[src/rtl/relu_maxpool_pkg.sv]
`default_nettype none
// +-----------------------------------------------------------------------+
// | relu_maxpool_pkg : shared window-phase, pool-entry and default types  |
// | Revision 1.0                                                          |
// +-----------------------------------------------------------------------+
package relu_maxpool_pkg;

  localparam int FIFO_DEPTH_DEF = 4;
  localparam int RELU_EN_DEF    = 1;

  typedef enum logic [1:0] {
    PH0 = 2'd0,
    PH1 = 2'd1,
    PH2 = 2'd2,
    PH3 = 2'd3
  } phase_e;

  typedef struct packed {
    logic [7:0] data;
    logic [7:0] idx;
    logic       last;
  } pool_entry_t;

endpackage : relu_maxpool_pkg
`default_nettype wire

[src/rtl/relu_maxpool_pool_fifo.sv]
`default_nettype none
// +-----------------------------------------------------------------------+
// | pool_fifo : synchronous FIFO of pool entries with registered head     |
// | Revision 1.0                                                          |
// +-----------------------------------------------------------------------+
module pool_fifo
  import relu_maxpool_pkg::*;
#(
  parameter int DEPTH = FIFO_DEPTH_DEF
) (
  input  logic        clk,
  input  logic        rst,
  input  logic        push_i,
  input  pool_entry_t data_i,
  input  logic        pop_i,
  output logic        valid_o,
  output pool_entry_t data_o,
  output logic        full_o
);

  localparam int AW = $clog2(DEPTH);
  localparam int CW = AW + 1;

  pool_entry_t         mem_q [DEPTH];
  pool_entry_t         mem_d [DEPTH];
  logic [AW-1:0]       wr_ptr_q, wr_ptr_d;
  logic [AW-1:0]       rd_ptr_q, rd_ptr_d;
  logic [CW-1:0]       count_q, count_d;
  logic                valid_q, valid_d;
  pool_entry_t         head_q, head_d;
  logic                do_push, do_pop;
  logic [CW-1:0]       remain;

  always_comb begin
    full_o   = (count_q == CW'(DEPTH));
    do_pop   = pop_i && (count_q != '0);
    do_push  = push_i && (!full_o || do_pop);
    mem_d    = mem_q;
    wr_ptr_d = wr_ptr_q;
    rd_ptr_d = rd_ptr_q;
    if (do_push) begin
      mem_d[wr_ptr_q] = data_i;
      wr_ptr_d        = wr_ptr_q + AW'(1);
    end
    if (do_pop) begin
      rd_ptr_d = rd_ptr_q + AW'(1);
    end
    count_d = count_q + CW'(do_push) - CW'(do_pop);
    remain  = count_q - CW'(do_pop);
    valid_d = (count_d != '0);
    // The head register is loaded with whatever will sit at rd_ptr_d after this
    // edge; if the queue drains to nothing, that is the entry being written now.
    if (count_d == '0) begin
      head_d = '0;
    end else if (remain == '0) begin
      head_d = data_i;
    end else begin
      head_d = mem_q[rd_ptr_d];
    end
  end

  always_ff @(posedge clk) begin
    mem_q <= mem_d;
  end

  always_ff @(posedge clk) begin
    if (rst) begin
      wr_ptr_q <= '0;
      rd_ptr_q <= '0;
      count_q  <= '0;
      valid_q  <= 1'b0;
      head_q   <= '0;
    end else begin
      wr_ptr_q <= wr_ptr_d;
      rd_ptr_q <= rd_ptr_d;
      count_q  <= count_d;
      valid_q  <= valid_d;
      head_q   <= head_d;
    end
  end

  assign valid_o = valid_q;
  assign data_o  = head_q;

endmodule : pool_fifo
`default_nettype wire

[src/rtl/relu_maxpool.sv]
`default_nettype none
// +-----------------------------------------------------------------------+
// | relu_maxpool : ReLU + 2x2 max-pool over a conv sample stream          |
// | Revision 1.0                                                          |
// +-----------------------------------------------------------------------+
module relu_maxpool
  import relu_maxpool_pkg::*;
#(
  parameter int FIFO_DEPTH = FIFO_DEPTH_DEF,
  parameter int RELU_EN    = RELU_EN_DEF
) (
  input  logic       clk,
  input  logic       rst,
  input  logic       conv_valid_i,
  input  logic       last_i,
  input  logic [7:0] conv_result_i,
  input  logic [9:0] addr_i,
  input  logic       clr_i,
  output logic       pool_valid_o,
  input  logic       pool_ready_i,
  output logic [7:0] pool_data_o,
  output logic [7:0] pool_idx_o,
  output logic       pool_last_o,
  output logic       overflow_o,
  output logic       frag_o,
  output logic [9:0] dbg_addr_o
);

  phase_e            phase_q, phase_d;
  logic signed [7:0] max_q, max_d;
  logic [7:0]        win_idx_q, win_idx_d;
  logic              overflow_q, overflow_d;
  logic              frag_q, frag_d;
  logic [9:0]        dbg_addr_q, dbg_addr_d;

  logic signed [7:0] sample;
  logic signed [7:0] cand;
  logic              push;
  logic              pop;
  logic              fifo_full;
  logic              fifo_valid;
  logic              frag_ev;
  logic              ovf_ev;
  pool_entry_t       push_entry;
  pool_entry_t       head;

  always_comb begin
    sample = $signed(conv_result_i);
    if ((RELU_EN != 0) && (sample < 0)) begin
      sample = '0;
    end
    cand = ((phase_q == PH0) || (sample > max_q)) ? sample : max_q;

    push            = conv_valid_i && ((phase_q == PH3) || last_i);
    push_entry.data = cand;
    push_entry.idx  = win_idx_q;
    push_entry.last = last_i;
    pop             = fifo_valid && pool_ready_i;

    phase_d    = phase_q;
    max_d      = max_q;
    win_idx_d  = win_idx_q;
    dbg_addr_d = dbg_addr_q;

    if (conv_valid_i) begin
      if (phase_q == PH0) begin
        dbg_addr_d = addr_i;
      end
      if (push) begin
        phase_d   = PH0;
        max_d     = '0;
        win_idx_d = last_i ? 8'd0 : win_idx_q + 8'd1;
      end else begin
        max_d = cand;
        case (phase_q)
          PH0:     phase_d = PH1;
          PH1:     phase_d = PH2;
          PH2:     phase_d = PH3;
          default: phase_d = PH0;
        endcase
      end
    end

    // Error events take priority over a simultaneous clear.
    frag_ev    = push && last_i && (phase_q != PH3);
    ovf_ev     = push && fifo_full && !pop;
    frag_d     = frag_ev || (frag_q && !clr_i);
    overflow_d = ovf_ev || (overflow_q && !clr_i);
  end

  always_ff @(posedge clk) begin
    if (rst) begin
      phase_q    <= PH0;
      max_q      <= '0;
      win_idx_q  <= '0;
      overflow_q <= 1'b0;
      frag_q     <= 1'b0;
      dbg_addr_q <= '0;
    end else begin
      phase_q    <= phase_d;
      max_q      <= max_d;
      win_idx_q  <= win_idx_d;
      overflow_q <= overflow_d;
      frag_q     <= frag_d;
      dbg_addr_q <= dbg_addr_d;
    end
  end

  pool_fifo #(
    .DEPTH (FIFO_DEPTH)
  ) u_pool_fifo (
    .clk     (clk),
    .rst     (rst),
    .push_i  (push),
    .data_i  (push_entry),
    .pop_i   (pop),
    .valid_o (fifo_valid),
    .data_o  (head),
    .full_o  (fifo_full)
  );

  assign pool_valid_o = fifo_valid;
  assign pool_data_o  = head.data;
  assign pool_idx_o   = head.idx;
  assign pool_last_o  = head.last;
  assign overflow_o   = overflow_q;
  assign frag_o       = frag_q;
  assign dbg_addr_o   = dbg_addr_q;

endmodule : relu_maxpool
`default_nettype wire

[config.mk]
export PLATFORM = sky130hd
export DESIGN_NAME = relu_maxpool
export DESIGN_NICKNAME = d
export VERILOG_FILES = /design/src/rtl/relu_maxpool_pkg.sv /design/src/rtl/relu_maxpool_pool_fifo.sv /design/src/rtl/relu_maxpool.sv
export SDC_FILE = /design/constraint.sdc
export NUM_CORES = 1
export LEC_CHECK = 0
export CORE_UTILIZATION = 62
export DETAILED_ROUTE_END_ITERATION = 6
export HOLD_SLACK_MARGIN = 0.06
export PLACE_DENSITY = 0.9
export SLEW_MARGIN = 25
export SYNTH_ARGS = -nofsm -noshare
export SYNTH_HDL_FRONTEND = slang
export SYNTH_SLANG_ARGS = --single-unit
[constraint.sdc]
create_clock -name clk -period 4.8 [get_ports clk]
set_input_delay 0.96 -clock clk [delete_from_list [all_inputs] [get_ports clk]]
set_output_delay 0.96 -clock clk [all_outputs]
set_load 0.02 [all_outputs]
==> results of run 1 <==
[how the worst max path moves through the flow]
| stage | end | slack (ns) | cells past startpoint |
|---|---|---|---|
| detailed placement | u_pool_fifo.data_o[1] | 0.33 | 11 |
| finish | u_pool_fifo.data_o[1] | 0.66 | 11 |
| global placement | u_pool_fifo.data_o[0] | 0.51 | 11 |
| global route | u_pool_fifo.data_o[1] | 0.51 | 11 |
| CTS | u_pool_fifo.data_o[1] | 0.76 | 11 |
| floorplan | u_pool_fifo.data_o[0] | 1.45 | 13 |
[area by class of cell]
| cell class | instances | area (sq um) | area share |
|---|---|---|---|
| sequential | 123 | 3140 | 0.454 |
| timing repair buffer | 62 | 598 | 0.0863 |
| tap | 108 | 135 | 0.0195 |
| clock buffer | 25 | 485 | 0.0701 |
| inverter | 25 | 93.8 | 0.0135 |
| clock inverter | 7 | 63.8 | 0.00921 |
| multi-input combinational | 329 | 2410 | 0.348 |
[layer usage]
layer	share of wire	routed length [um]
met5	0	0
met4	0.036	512
met1	0.37	5180
met3	0.095	1340
met2	0.50	7060
[worst max-delay path: stages]
cell	delay, ns
sky130_fd_sc_hd__clkdlybuf4s50_1	0.74
sky130_fd_sc_hd__o21ai_0	0.24
sky130_fd_sc_hd__a31oi_1	0.53
sky130_fd_sc_hd__ha_1	0.26
sky130_fd_sc_hd__inv_1	0.05
sky130_fd_sc_hd__fa_1	0.37
sky130_fd_sc_hd__xnor3_1	0.25
sky130_fd_sc_hd__a31oi_4	0.50
sky130_fd_sc_hd__and2_0	0.42
sky130_fd_sc_hd__nand2_1	0.14
sky130_fd_sc_hd__o41ai_2	0.08
[state kept, by name, summed over array words and instances, names as in the netlist, 2 cells and up]
signal and count:
dbg_addr_o 10, max_q 8, phase_q 2, u_pool_fifo.count_q 3
u_pool_fifo.data_o 17, u_pool_fifo.mem_q 68, u_pool_fifo.rd_ptr_q 2, u_pool_fifo.wr_ptr_q 2
win_idx_q 8
[Yosys cell counts (5+ instances only)]
| cell type | instances | area [sq um] |
|---|---|---|
| sky130_fd_sc_hd__mux2i_1 | 20 | 200 |
| sky130_fd_sc_hd__nor3_1 | 5 | 25.0 |
| sky130_fd_sc_hd__o41ai_2 | 5 | 81.3 |
| sky130_fd_sc_hd__a31oi_1 | 9 | 56.3 |
| sky130_fd_sc_hd__nand2b_1 | 14 | 87.6 |
| sky130_fd_sc_hd__mux4_2 | 14 | 315 |
| sky130_fd_sc_hd__or3_1 | 5 | 31.3 |
| sky130_fd_sc_hd__buf_2 | 11 | 55.1 |
| sky130_fd_sc_hd__dfxtp_1 | 55 | 1100 |
| sky130_fd_sc_hd__and2_1 | 5 | 31.3 |
| sky130_fd_sc_hd__edfxtp_1 | 68 | 2040 |
| sky130_fd_sc_hd__nor2b_1 | 12 | 75.1 |
| sky130_fd_sc_hd__nand2_1 | 46 | 173 |
| sky130_fd_sc_hd__o2bb2ai_1 | 7 | 61.3 |
| sky130_fd_sc_hd__clkbuf_1 | 11 | 41.3 |
| sky130_fd_sc_hd__a2bb2oi_1 | 5 | 43.8 |
| sky130_fd_sc_hd__a21oi_1 | 31 | 155 |
| sky130_fd_sc_hd__inv_1 | 24 | 90.1 |
| sky130_fd_sc_hd__o21ai_0 | 18 | 90.1 |
| sky130_fd_sc_hd__xor2_1 | 7 | 61.3 |
| sky130_fd_sc_hd__o31ai_1 | 12 | 90.1 |
| sky130_fd_sc_hd__nor3b_1 | 5 | 37.5 |
| sky130_fd_sc_hd__nor2_1 | 44 | 165 |
| sky130_fd_sc_hd__ha_1 | 19 | 238 |
[logic make-up after synthesis]
kind of cell	Yosys count	synth area share
compound gates	106	0.132
xor+xnor	12	0.0206
fa+ha+maj	20	0.0448
buf+inv	51	0.0376
flops	123	0.546
mux	35	0.0915
other cells	1	0.000651
simple gates	152	0.127
[through the flow]
stage / setup slack, ns / hold slack (ns) / util
finish: 0.663 / 0.454 / 0.783
CTS: 0.761 / 0.455 / 0.783
floorplan: 1.45 / 0.454 / -
global placement: 0.507 / 0.442 / 0.721
global route: 0.513 / 0.473 / 0.783
detailed placement: 0.334 / 0.449 / 0.721
[power by group through the flow]
stage / Sequential (mW) / Combinational, mW / Clock [mW]
2_1_floorplan: 1.33 / 0.514 / 0
3_3_place_gp: 1.28 / 0.805 / 0
3_5_place_dp: 1.29 / 0.841 / 0
4_1_cts: 1.27 / 0.880 / 1.18
5_1_grt: 1.28 / 0.957 / 1.24
6_report: 1.27 / 0.900 / 1.18
==> impl_summary.txt, run 1 <==
----------------------------------------------------
[Status]
  Run status ... complete, but fails checks
  Violated checks ... design-rule violations

[Clock network]
  H-tree Lvls ... 4
  Max clock buf depth ... 2
  CTS tree ... done
  Clock edge transition at the registers on the reported setup and hold paths ... 0.05 ns
  Post-CTS setup-driven buffer insertion count ... 0
  Inserted Clock Buffers ... 17
  CTS resizes ... 0
  Skew-Pair Late Insertion Delay ... 0.52 ns
  Root buf cell ... sky130_fd_sc_hd__clkbuf_8
  Clk sink count ... 123
  CTS Hold Buffers Added ... 0

[Finish]
  Summed area of non-filler cells in the final layout ... 0.00693 sq mm
  N_diodes ... 0
  Post-synthesis to final-layout area growth ... 20.3%
  Fraction of final layout cells with drive strength greater than 1 ... 0.109
  Most common cell after layout, fill and taps aside ... sky130_fd_sc_hd__edfxtp_1
  Most frequent cells in the layout ... sky130_fd_sc_hd__edfxtp_1 (68), sky130_fd_sc_hd__dfxtp_1 (55), sky130_fd_sc_hd__clkdlybuf4s50_1 (53)
  Nets ... 602
  Non-filler instance count after layout ... 679
  Count of fill cells added during filler insertion ... 473

[Setup path]
  R2R cell count ... 11
  Worst Path Class, Setup ... input pin to register
  Reg2Reg Capture Point ... u_pool_fifo.data_o[1]
  Startpoint type of the worst setup path ... input pin
  Critical path launch point ... last_i
  Req. time, crit path ... 5.21 ns
  Crit Reg-Reg Startpoint ... phase_q[0]
  Reg2reg setup slack ... 1.15 ns
  Critical path arrival ... 4.55 ns
  Max Fanout on Critical Path ... 13
  CP endpoint kind ... register

[Synth]
  Total number of yosys warnings ... 0
  Dominant register cell in the synthesized netlist ... sky130_fd_sc_hd__edfxtp_1
  Share of synthesized registers carrying an async set or reset ... 0
  Count of different cell masters after synthesis ... 53
  Mapped Area ... 0.00576 sq mm
  Post-synth EDFFs ... 68
  Sequential-to-total area share from yosys stat ... 0.546
  Flip-flop and latch count after synthesis ... 123
  Synth Instances ... 500
  Average footprint of a synthesized cell ... 11.5 sq um

[Die]
  Standard cell core area ... 0.00885 sq mm
  Horizontal die dimension ... 98.4 um
  Rows ... 34
  Ports placed on the boundary ... 54
  Die Area ... 0.00968 sq mm
  Die Y-Extent ... 98.4 um
  Starting Density ... 0.651

[Detailed routing]
  Average wire per standard cell ... 20.8 um
  DRC marker count from the first detailed-route iteration ... 455
  DRC ... 1
  Initial DRT Pass Iterations ... 7
  Number of routed nets with antenna violations ... 0
  Post-detailed-routing wire length ... 14100 um
  Via density per instance ... 6.49
  Number of vias after detailed routing ... 4404

[Timing]
  Final Max Tran Viols ... 0
  Transition time of the tightest slew-check pin ... 0.990 ns
  Worst rel slew slack ... 0.340
  Setup TNS after final layout ... 0 ns
  Final-report setup violation count ... 0
  Shortest period the worst path allows ... 4.14 ns
  Final clock period utilization by the worst path ... 0.862
  Highest clock frequency the design can meet ... 0.242 GHz
  Number of hold violations in the final report ... 0
  Final worst clock skew ... 0.0106 ns
  Setup repair after global routing missed its margin ... no

[Global routing]
  Total grt overflow ... 0
  Global routing met1 resource utilization ... 0.381
  Initial antenna violation count ... 0
  Most Crowded Layer GR ... met2
  Total routing resource utilization after global routing ... 0.317
  GR met3 Demand/Resource ... 0.101
  Wire length of the first global-routing pass ... 23200 um
  Number of global-route vias before repair ... 4498
  Maximum number of pins on one net before global-route repair ... 31
  Grt met2 use ... 0.528

[Power and ir drop]
  Power Dens Cells ... 484 mW/mm^2
  Relative contribution of sequential cells to total power ... 0.379
  Power share of the clock group ... 0.353
  Proportion of power drawn by combinational gates ... 0.268
  Peak VDD IR ... 0.280 mV
  Switching part of the total ... 0.314
  Cell-internal power ... 2.30 mW
  Static leakage ... 2.55 nW
  Switching power summed over all nets ... 1.05 mW
  Total chip power ... 3.35 mW

[Min path]
  Number of cells traversed by the worst hold path ... 2
  Hold Crit Start ... dbg_addr_o[5]
  Hold Path End ... dbg_addr_o[5]
  Hold WC Path Type ... register to register

[Placed design]
  Final GP Congestion ... 0.909
  # port buffers ... 53
  Placed cell areas ... 0.00638 sq mm
  Half-perimeter wire length after placement ... 8460 um
  DP Cell Count ... 647

[Flow run]
  Max-Cap Viols ... 0

----------------------------------------------------
No activity file was read; power rests on OpenSTA's default activity.
==> run 2: changes to the inputs <==
--- a/config.mk
+++ b/config.mk
@@ -5,10 +5,11 @@
 export SDC_FILE = /design/constraint.sdc
 export NUM_CORES = 1
 export LEC_CHECK = 0
-export CORE_UTILIZATION = 62
+export ABC_AREA = 1
+export CORE_UTILIZATION = 61
 export DETAILED_ROUTE_END_ITERATION = 6
 export HOLD_SLACK_MARGIN = 0.06
-export PLACE_DENSITY = 0.9
+export PLACE_DENSITY = 0.89
 export SLEW_MARGIN = 25
 export SYNTH_ARGS = -nofsm -noshare
 export SYNTH_HDL_FRONTEND = slang
==> impl_summary.txt, run 2 <==
----------------------------------------------------
[Setup path]
  Series of cell instances along the critical path ... clkdlybuf4s50_1, nand2_1, nand2_1, nand2_1, inv_1, ha_1, inv_1, fa_1, xor2_1, nand3_1, nand2_1, inv_2, nand2_1, a21oi_1
  Stage delay of the slowest cell on the critical path ... 0.61 ns
  Max Fanout on Critical Path ... 11
  Most used cell along the critical path ... sky130_fd_sc_hd__nand2_1
  Worst Path Class, Setup ... input pin to register
  Critical path arrival ... 4.05 ns
  Startpoint type of the worst setup path ... input pin
  Cell type of the slowest stage on the worst timing path ... sky130_fd_sc_hd__clkdlybuf4s50_1
  Buffers plus inverters on the worst setup path ... 4
  CP endpoint kind ... register
  Req. time, crit path ... 5.20 ns
  Crit path max-delay family ... simple AND/OR/NAND/NOR gates

[Status]
  Run status ... finished clean

[Placed design]
  # port buffers ... 53
  Half-perimeter wire length after placement ... 7670 um
  Final GP Congestion ... 0.830
  Setup slack at placement ... 0.850 ns

[Power and ir drop]
  Relative contribution of sequential cells to total power ... 0.360
  Switching power summed over all nets ... 1.18 mW
  Proportion of power drawn by combinational gates ... 0.289
  Power Dens Cells ... 529 mW/mm^2
  Switching part of the total ... 0.335
  Total chip power ... 3.51 mW
  Peak VDD IR ... 0.303 mV
  Static leakage ... 2.86 nW
  Cell-internal power ... 2.33 mW
  Power share of the clock group ... 0.350

[Detailed routing]
  DRC ... 0
  Number of vias after detailed routing ... 4338
  Post-detailed-routing wire length ... 12800 um
  Initial DRT Pass Iterations ... 5
  Via density per instance ... 5.69
  Average wire per standard cell ... 16.8 um
  DRC marker count from the first detailed-route iteration ... 341
  Number of routed nets with antenna violations ... 0

[Synth]
  Portion of synthesized cell area occupied by the leading cell type ... 0.375
  Sequential-to-total area share from yosys stat ... 0.577
  Cell type with the largest total area after synthesis ... sky130_fd_sc_hd__edfxtp_1
  Share of synthesized registers carrying an async set or reset ... 0
  Ranking of synthesized cells by area ... sky130_fd_sc_hd__edfxtp_1 (37%), sky130_fd_sc_hd__dfxtp_1 (20%), sky130_fd_sc_hd__inv_1 (6.8%)
  Post-synth EDFFs ... 68
  Count of different cell masters after synthesis ... 35
  Average footprint of a synthesized cell ... 9.41 sq um
  Flip-flop and latch count after synthesis ... 123
  Synth Instances ... 579
  Cell with the most instances after synthesis ... sky130_fd_sc_hd__inv_1
  Mapped Area ... 0.00545 sq mm
  Most numerous cell types in the synthesized netlist ... sky130_fd_sc_hd__inv_1 (98), sky130_fd_sc_hd__nand2_1 (96), sky130_fd_sc_hd__edfxtp_1 (68), sky130_fd_sc_hd__dfxtp_1 (55), sky130_fd_sc_hd__nand3_1 (47)
  Dominant register cell in the synthesized netlist ... sky130_fd_sc_hd__edfxtp_1
  Total number of yosys warnings ... 0

[Timing]
  Highest clock frequency the design can meet ... 0.274 GHz
  Final worst clock skew ... 0.00848 ns
  Transition time of the tightest slew-check pin ... 0.920 ns
  Final-report setup violation count ... 0
  Number of hold violations in the final report ... 0
  Final clock period utilization by the worst path ... 0.761
  Final Max Tran Viols ... 0
  Setup repair after global routing missed its margin ... no
  Worst rel slew slack ... 0.385
  Shortest period the worst path allows ... 3.65 ns
  Setup TNS after final layout ... 0 ns
  Post-route setup slack ... 1.15 ns

[Finish]
  Register ranked first by flip-flop count ... u_pool_fifo.mem_q
  Most frequent cells in the layout ... sky130_fd_sc_hd__inv_1 (98), sky130_fd_sc_hd__nand2_1 (96), sky130_fd_sc_hd__edfxtp_1 (68)
  Area of the multi-input gates ... 0.00179 sq mm
  Max reg flops ... 68
  Count of fill cells added during filler insertion ... 528
  Most common cell after layout, fill and taps aside ... sky130_fd_sc_hd__inv_1
  Nets ... 685
  Area taken by flip-flops and latches ... 0.00314 sq mm
  Post-synthesis to final-layout area growth ... 21.7%
  Fraction of final layout cells with drive strength greater than 1 ... 0.0917
  Share of the core filled with cells in the final layout ... 0.764
  N_diodes ... 0

[Global routing]
  Initial antenna violation count ... 0
  Number of global-route vias before repair ... 4334
  Wire length of the first global-routing pass ... 20400 um
  Total grt overflow ... 0
  Maximum number of pins on one net before global-route repair ... 56
  Total routing resource utilization after global routing ... 0.302

[Die]
  Standard cell core area ... 0.00868 sq mm
  Starting Density ... 0.628
  Ports placed on the boundary ... 54
  Rows ... 34
  Die Area ... 0.00931 sq mm
  Horizontal die dimension ... 96.5 um
  Die Y-Extent ... 96.5 um

[Flow run]
  Max-Cap Viols ... 0

[Clock network]
  Clock edge transition at the registers on the reported setup and hold paths ... 0.06 ns
  Post-CTS setup-driven buffer insertion count ... 0
  CTS resizes ... 0
  Skew-Pair Late Insertion Delay ... 0.52 ns
  Max clock buf depth ... 2
  Root buf cell ... sky130_fd_sc_hd__clkbuf_8
  Clk sink count ... 123
  CTS tree ... done
  Inserted Clock Buffers ... 17
  CTS Hold Buffers Added ... 0
  H-tree Lvls ... 4

[Min path]
  Hold WC Path Type ... register to register

----------------------------------------------------
run 2: cell types whose count changed after synthesis, moves of 12 or more:
cell	before	now
sky130_fd_sc_hd__nand2b_1	14	0
sky130_fd_sc_hd__mux2i_1	20	0
sky130_fd_sc_hd__inv_1	24	98
sky130_fd_sc_hd__nand3b_1	2	14
sky130_fd_sc_hd__nand3_1	4	47
sky130_fd_sc_hd__nand2_1	46	96
sky130_fd_sc_hd__mux4_2	14	0
sky130_fd_sc_hd__o31ai_1	12	0
sky130_fd_sc_hd__nor2b_1	12	0
run 2: cell type report:
type / instances / area share
well taps: 108 / 0.0204
repair buffers: 59 / 0.0868
clock buffers: 22 / 0.0747
inverters: 107 / 0.0608
clock inverters: 10 / 0.0128
flip-flops and latches: 123 / 0.474
multi-input cells: 333 / 0.270
run 2: logic make-up after synthesis:
kind of cell,count (synthesis),share of synthesized area
AND/OR/NAND/NOR,223,0.189
buffers and inverters,126,0.0960
flip-flops,123,0.577
AO/OA/AOI/OAI,83,0.0850
adder cells (fa/ha/maj),20,0.0473
XOR/XNOR,3,0.00482
other,1,0.000688
run 2: worst paths after layout:
path               from  slack [ns]  depth (start not counted)                      to
max              last_i        1.15                         14  u_pool_fifo.data_o[13]
min reg2reg    max_q[7]        0.45                          2                max_q[7]
max reg2reg  phase_q[1]        1.64                         14  u_pool_fifo.data_o[13]
min            max_q[7]        0.45                          2                max_q[7]
run 2: power groups by stage:
stage / clock [mW] / sequential (mW) / combinational, mW
after floorplan: 0 / 1.35 / 0.629
after detailed placement: 0 / 1.28 / 0.973
after global placement: 0 / 1.28 / 0.922
final: 1.23 / 1.26 / 1.02
after CTS: 1.23 / 1.26 / 1.00
after global routing: 1.28 / 1.27 / 1.11
run 2: metrics by stage:
step           hold slack [ns]  area [sq um]  instances
2_1_floorplan            0.428          5460        582
3_3_place_gp             0.438          6050        730
5_1_grt                  0.469          6630        762
6_report                 0.451          6630        762
3_5_place_dp             0.447          6050        730
4_1_cts                  0.455          6630        762
run 2: worst reg2reg max path, delay by kind of cell, from the launching register on:
kind,cells,cell delay (ns)
xor+xnor,1,0.24
flops,1,0.38
buf+inv,3,0.36
fa+ha+maj,3,0.79
simple gates,6,1.21
compound gates,1,0.06
run 2: routing by layer:
layer  vias to the layer above  share of wire  global-route usage
li1                       2008              -                   -
met1                      2006           0.37               0.338
met2                       277           0.52               0.524
met3                        47          0.077              0.0822
met4                         0          0.034               0.159
met5                         -              0                   0
==> run 3: changes to the inputs <==
--- a/config.mk
+++ b/config.mk
@@ -6,10 +6,10 @@
 export NUM_CORES = 1
 export LEC_CHECK = 0
 export ABC_AREA = 1
-export CORE_UTILIZATION = 61
+export CORE_UTILIZATION = 57
 export DETAILED_ROUTE_END_ITERATION = 6
 export HOLD_SLACK_MARGIN = 0.06
-export PLACE_DENSITY = 0.89
+export PLACE_DENSITY = 0.84
 export SLEW_MARGIN = 25
 export SYNTH_ARGS = -nofsm -noshare
 export SYNTH_HDL_FRONTEND = slang
==> constraint.sdc (replaced) <==
create_clock -name clk -period 3.52 [get_ports clk]
set_input_delay 0.704 -clock clk [delete_from_list [all_inputs] [get_ports clk]]
set_output_delay 0.704 -clock clk [all_outputs]
set_load 0.02 [all_outputs]
==> impl_summary.txt, run 3 (same netlist as run 2, synthesis figures left out) <==
----------------------------------------------------
[Status]
  Run status ... finished clean

[Clock network]
  Inserted Clock Buffers ... 17
  Skew-Pair Late Insertion Delay ... 0.53 ns
  CTS tree ... done
  Clock edge transition at the registers on the reported setup and hold paths ... 0.06 ns
  CTS Hold Buffers Added ... 0
  Max clock buf depth ... 2
  Root buf cell ... sky130_fd_sc_hd__clkbuf_8
  H-tree Lvls ... 4
  CTS resizes ... 0
  Post-CTS setup-driven buffer insertion count ... 0
  Clk sink count ... 123

[Global routing]
  Total routing resource utilization after global routing ... 0.268
  Wire length of the first global-routing pass ... 20100 um
  Total grt overflow ... 0
  Initial antenna violation count ... 0
  Maximum number of pins on one net before global-route repair ... 56
  Number of global-route vias before repair ... 4113

[Placed design]
  Half-perimeter wire length after placement ... 7570 um
  Setup slack at placement ... 0.228 ns
  # port buffers ... 53
  Final GP Congestion ... 0.881
  Placed cell areas ... 0.00609 sq mm

[Timing]
  Shortest period the worst path allows ... 2.94 ns
  Final Max Tran Viols ... 0
  Highest clock frequency the design can meet ... 0.340 GHz
  Final worst clock skew ... 0.00881 ns
  Worst rel slew slack ... 0.567
  Setup TNS after final layout ... 0 ns
  Final-report setup violation count ... 0
  Post-route setup slack ... 0.578 ns
  WHS ... 0.464 ns
  Final clock period utilization by the worst path ... 0.836
  Transition time of the tightest slew-check pin ... 0.646 ns
  Setup repair after global routing missed its margin ... no
  Number of hold violations in the final report ... 0

[Setup path]
  CP endpoint kind ... register
  Max Fanout on Critical Path ... 10
  Reg2Reg Capture Point ... u_pool_fifo.data_o[3]
  Critical path arrival ... 3.36 ns
  R2R cell count ... 15
  Reg2reg setup slack ... 0.71 ns
  Stage delay of the slowest cell on the critical path ... 0.53 ns
  Worst Path Class, Setup ... input pin to register
  Buffers plus inverters on the worst setup path ... 5
  Crit path max-delay family ... buffers and inverters
  Startpoint type of the worst setup path ... input pin
  Most used cell along the critical path ... sky130_fd_sc_hd__nand2_1
  Series of cell instances along the critical path ... clkdlybuf4s50_1, nand2_1, nand2_1, nand2_1, inv_1, ha_1, inv_1, fa_1, xor2_1, nand3_1, nand2_1, buf_4, a21oi_1, nand2_1, inv_1
  Crit Reg-Reg Startpoint ... phase_q[1]
  Cell type of the slowest stage on the worst timing path ... sky130_fd_sc_hd__clkdlybuf4s50_1
  Req. time, crit path ... 3.94 ns

[Detailed routing]
  DRC marker count from the first detailed-route iteration ... 306
  Number of vias after detailed routing ... 4215
  Average wire per standard cell ... 16.0 um
  DRC ... 0
  Initial DRT Pass Iterations ... 5
  Via density per instance ... 5.37
  Number of routed nets with antenna violations ... 0
  Post-detailed-routing wire length ... 12600 um

[Power and ir drop]
  Switching power summed over all nets ... 1.68 mW
  Cell-internal power ... 3.25 mW
  Static leakage ... 2.89 nW
  Peak VDD IR ... 0.484 mV
  Relative contribution of sequential cells to total power ... 0.349
  Power Dens Cells ... 735 mW/mm^2
  Switching part of the total ... 0.341
  Proportion of power drawn by combinational gates ... 0.282
  Power share of the clock group ... 0.369

[Die]
  Rows ... 35
  Die Y-Extent ... 99.8 um
  Standard cell core area ... 0.00924 sq mm
  Horizontal die dimension ... 99.8 um
  Starting Density ... 0.590
  Die Area ... 0.00995 sq mm
  Ports placed on the boundary ... 54

[Finish]
  Share of the core filled with cells in the final layout ... 0.726
  Nets ... 687
  N_diodes ... 0
  Most frequent cells in the layout ... sky130_fd_sc_hd__inv_1 (98), sky130_fd_sc_hd__nand2_1 (96), sky130_fd_sc_hd__edfxtp_1 (68)
  Summed area of non-filler cells in the final layout ... 0.00671 sq mm
  Most common cell after layout, fill and taps aside ... sky130_fd_sc_hd__inv_1
  Post-synthesis to final-layout area growth ... 23.1%
  Fraction of final layout cells with drive strength greater than 1 ... 0.0960
  Register ranked first by flip-flop count ... u_pool_fifo.mem_q
  Max reg flops ... 68

[Min path]
  Hold Path End ... max_q[7]
  Number of cells traversed by the worst hold path ... 2
  Hold WC Path Type ... register to register
  Hold Crit Start ... max_q[7]

[Flow run]
  Max-Cap Viols ... 0

----------------------------------------------------
[run 3: cell count changes in the layout (fill, tap and decap cells not counted)]
cell,previous run,this run
sky130_fd_sc_hd__buf_4,6,8
sky130_fd_sc_hd__bufinv_16,1,3
sky130_fd_sc_hd__clkbuf_1,1,0
sky130_fd_sc_hd__clkbuf_16,18,16
sky130_fd_sc_hd__clkbuf_8,3,1
sky130_fd_sc_hd__clkinv_2,6,1
sky130_fd_sc_hd__clkinv_4,1,4
sky130_fd_sc_hd__clkinvlp_4,2,0
sky130_fd_sc_hd__inv_4,1,0
sky130_fd_sc_hd__inv_6,0,5
sky130_fd_sc_hd__inv_8,0,3
[run 3: routing by layer]
| layer | GRT usage | wire length [um] |
|---|---|---|
| met1 | 0.332 | 5160 |
| met2 | 0.457 | 6390 |
| met3 | 0.0597 | 790 |
| met4 | 0.104 | 235 |
| met5 | 0 | 0 |
[run 3: layout make-up]
class / count / area [sq um]
Clock buffer: 17 / 414
Clock inverter: 15 / 203
Fill cell: 634 / 2530
Inverter: 107 / 403
Multi-Input combinational cell: 333 / 1790
Sequential cell: 123 / 3140
Tap cell: 129 / 161
Timing Repair Buffer: 61 / 591
[run 3: power by group through the flow]
stage / Clock [mW] / Combinational (mW) / Sequential [mW]
floorplan: 0 / 0.858 / 1.84
global placement: 0 / 1.29 / 1.75
detailed placement: 0 / 1.34 / 1.75
CTS: 1.82 / 1.38 / 1.72
global route: 1.89 / 1.51 / 1.73
finish: 1.82 / 1.39 / 1.72
[run 3: metrics by stage]
stage	std cells	power, mW
final	785	4.93
after global placement	753	3.04
after floorplan	582	2.70
after detailed placement	753	3.09
after global routing	785	5.13
after CTS	785	4.92
[run 3: worst register-to-register path, delay by kind of cell (launching register included)]
family                     cells  cell delay [ns]
AOI/OAI and AO/OA              1             0.07
xor gates and xnor gates       1             0.21
adders and majority gates      3             0.78
buffers and inverters          4             0.47
DFF                            1             0.37
and+or+nand+nor                6             0.80
[run 3: worst max-delay path by stage]
| stage | depth (start not counted) | slack, ns | endpoint | startpoint |
|---|---|---|---|---|
| global route | 15 | 0.39 | u_pool_fifo.data_o[3] | conv_valid_i |
| global placement | 15 | 0.36 | u_pool_fifo.data_o[6] | conv_valid_i |
| finish | 15 | 0.58 | u_pool_fifo.data_o[3] | conv_valid_i |
| floorplan | 16 | 0.96 | u_pool_fifo.data_o[5] | pool_ready_i |
| detailed placement | 15 | 0.23 | u_pool_fifo.data_o[5] | conv_valid_i |
| CTS | 15 | 0.65 | u_pool_fifo.data_o[3] | conv_valid_i |
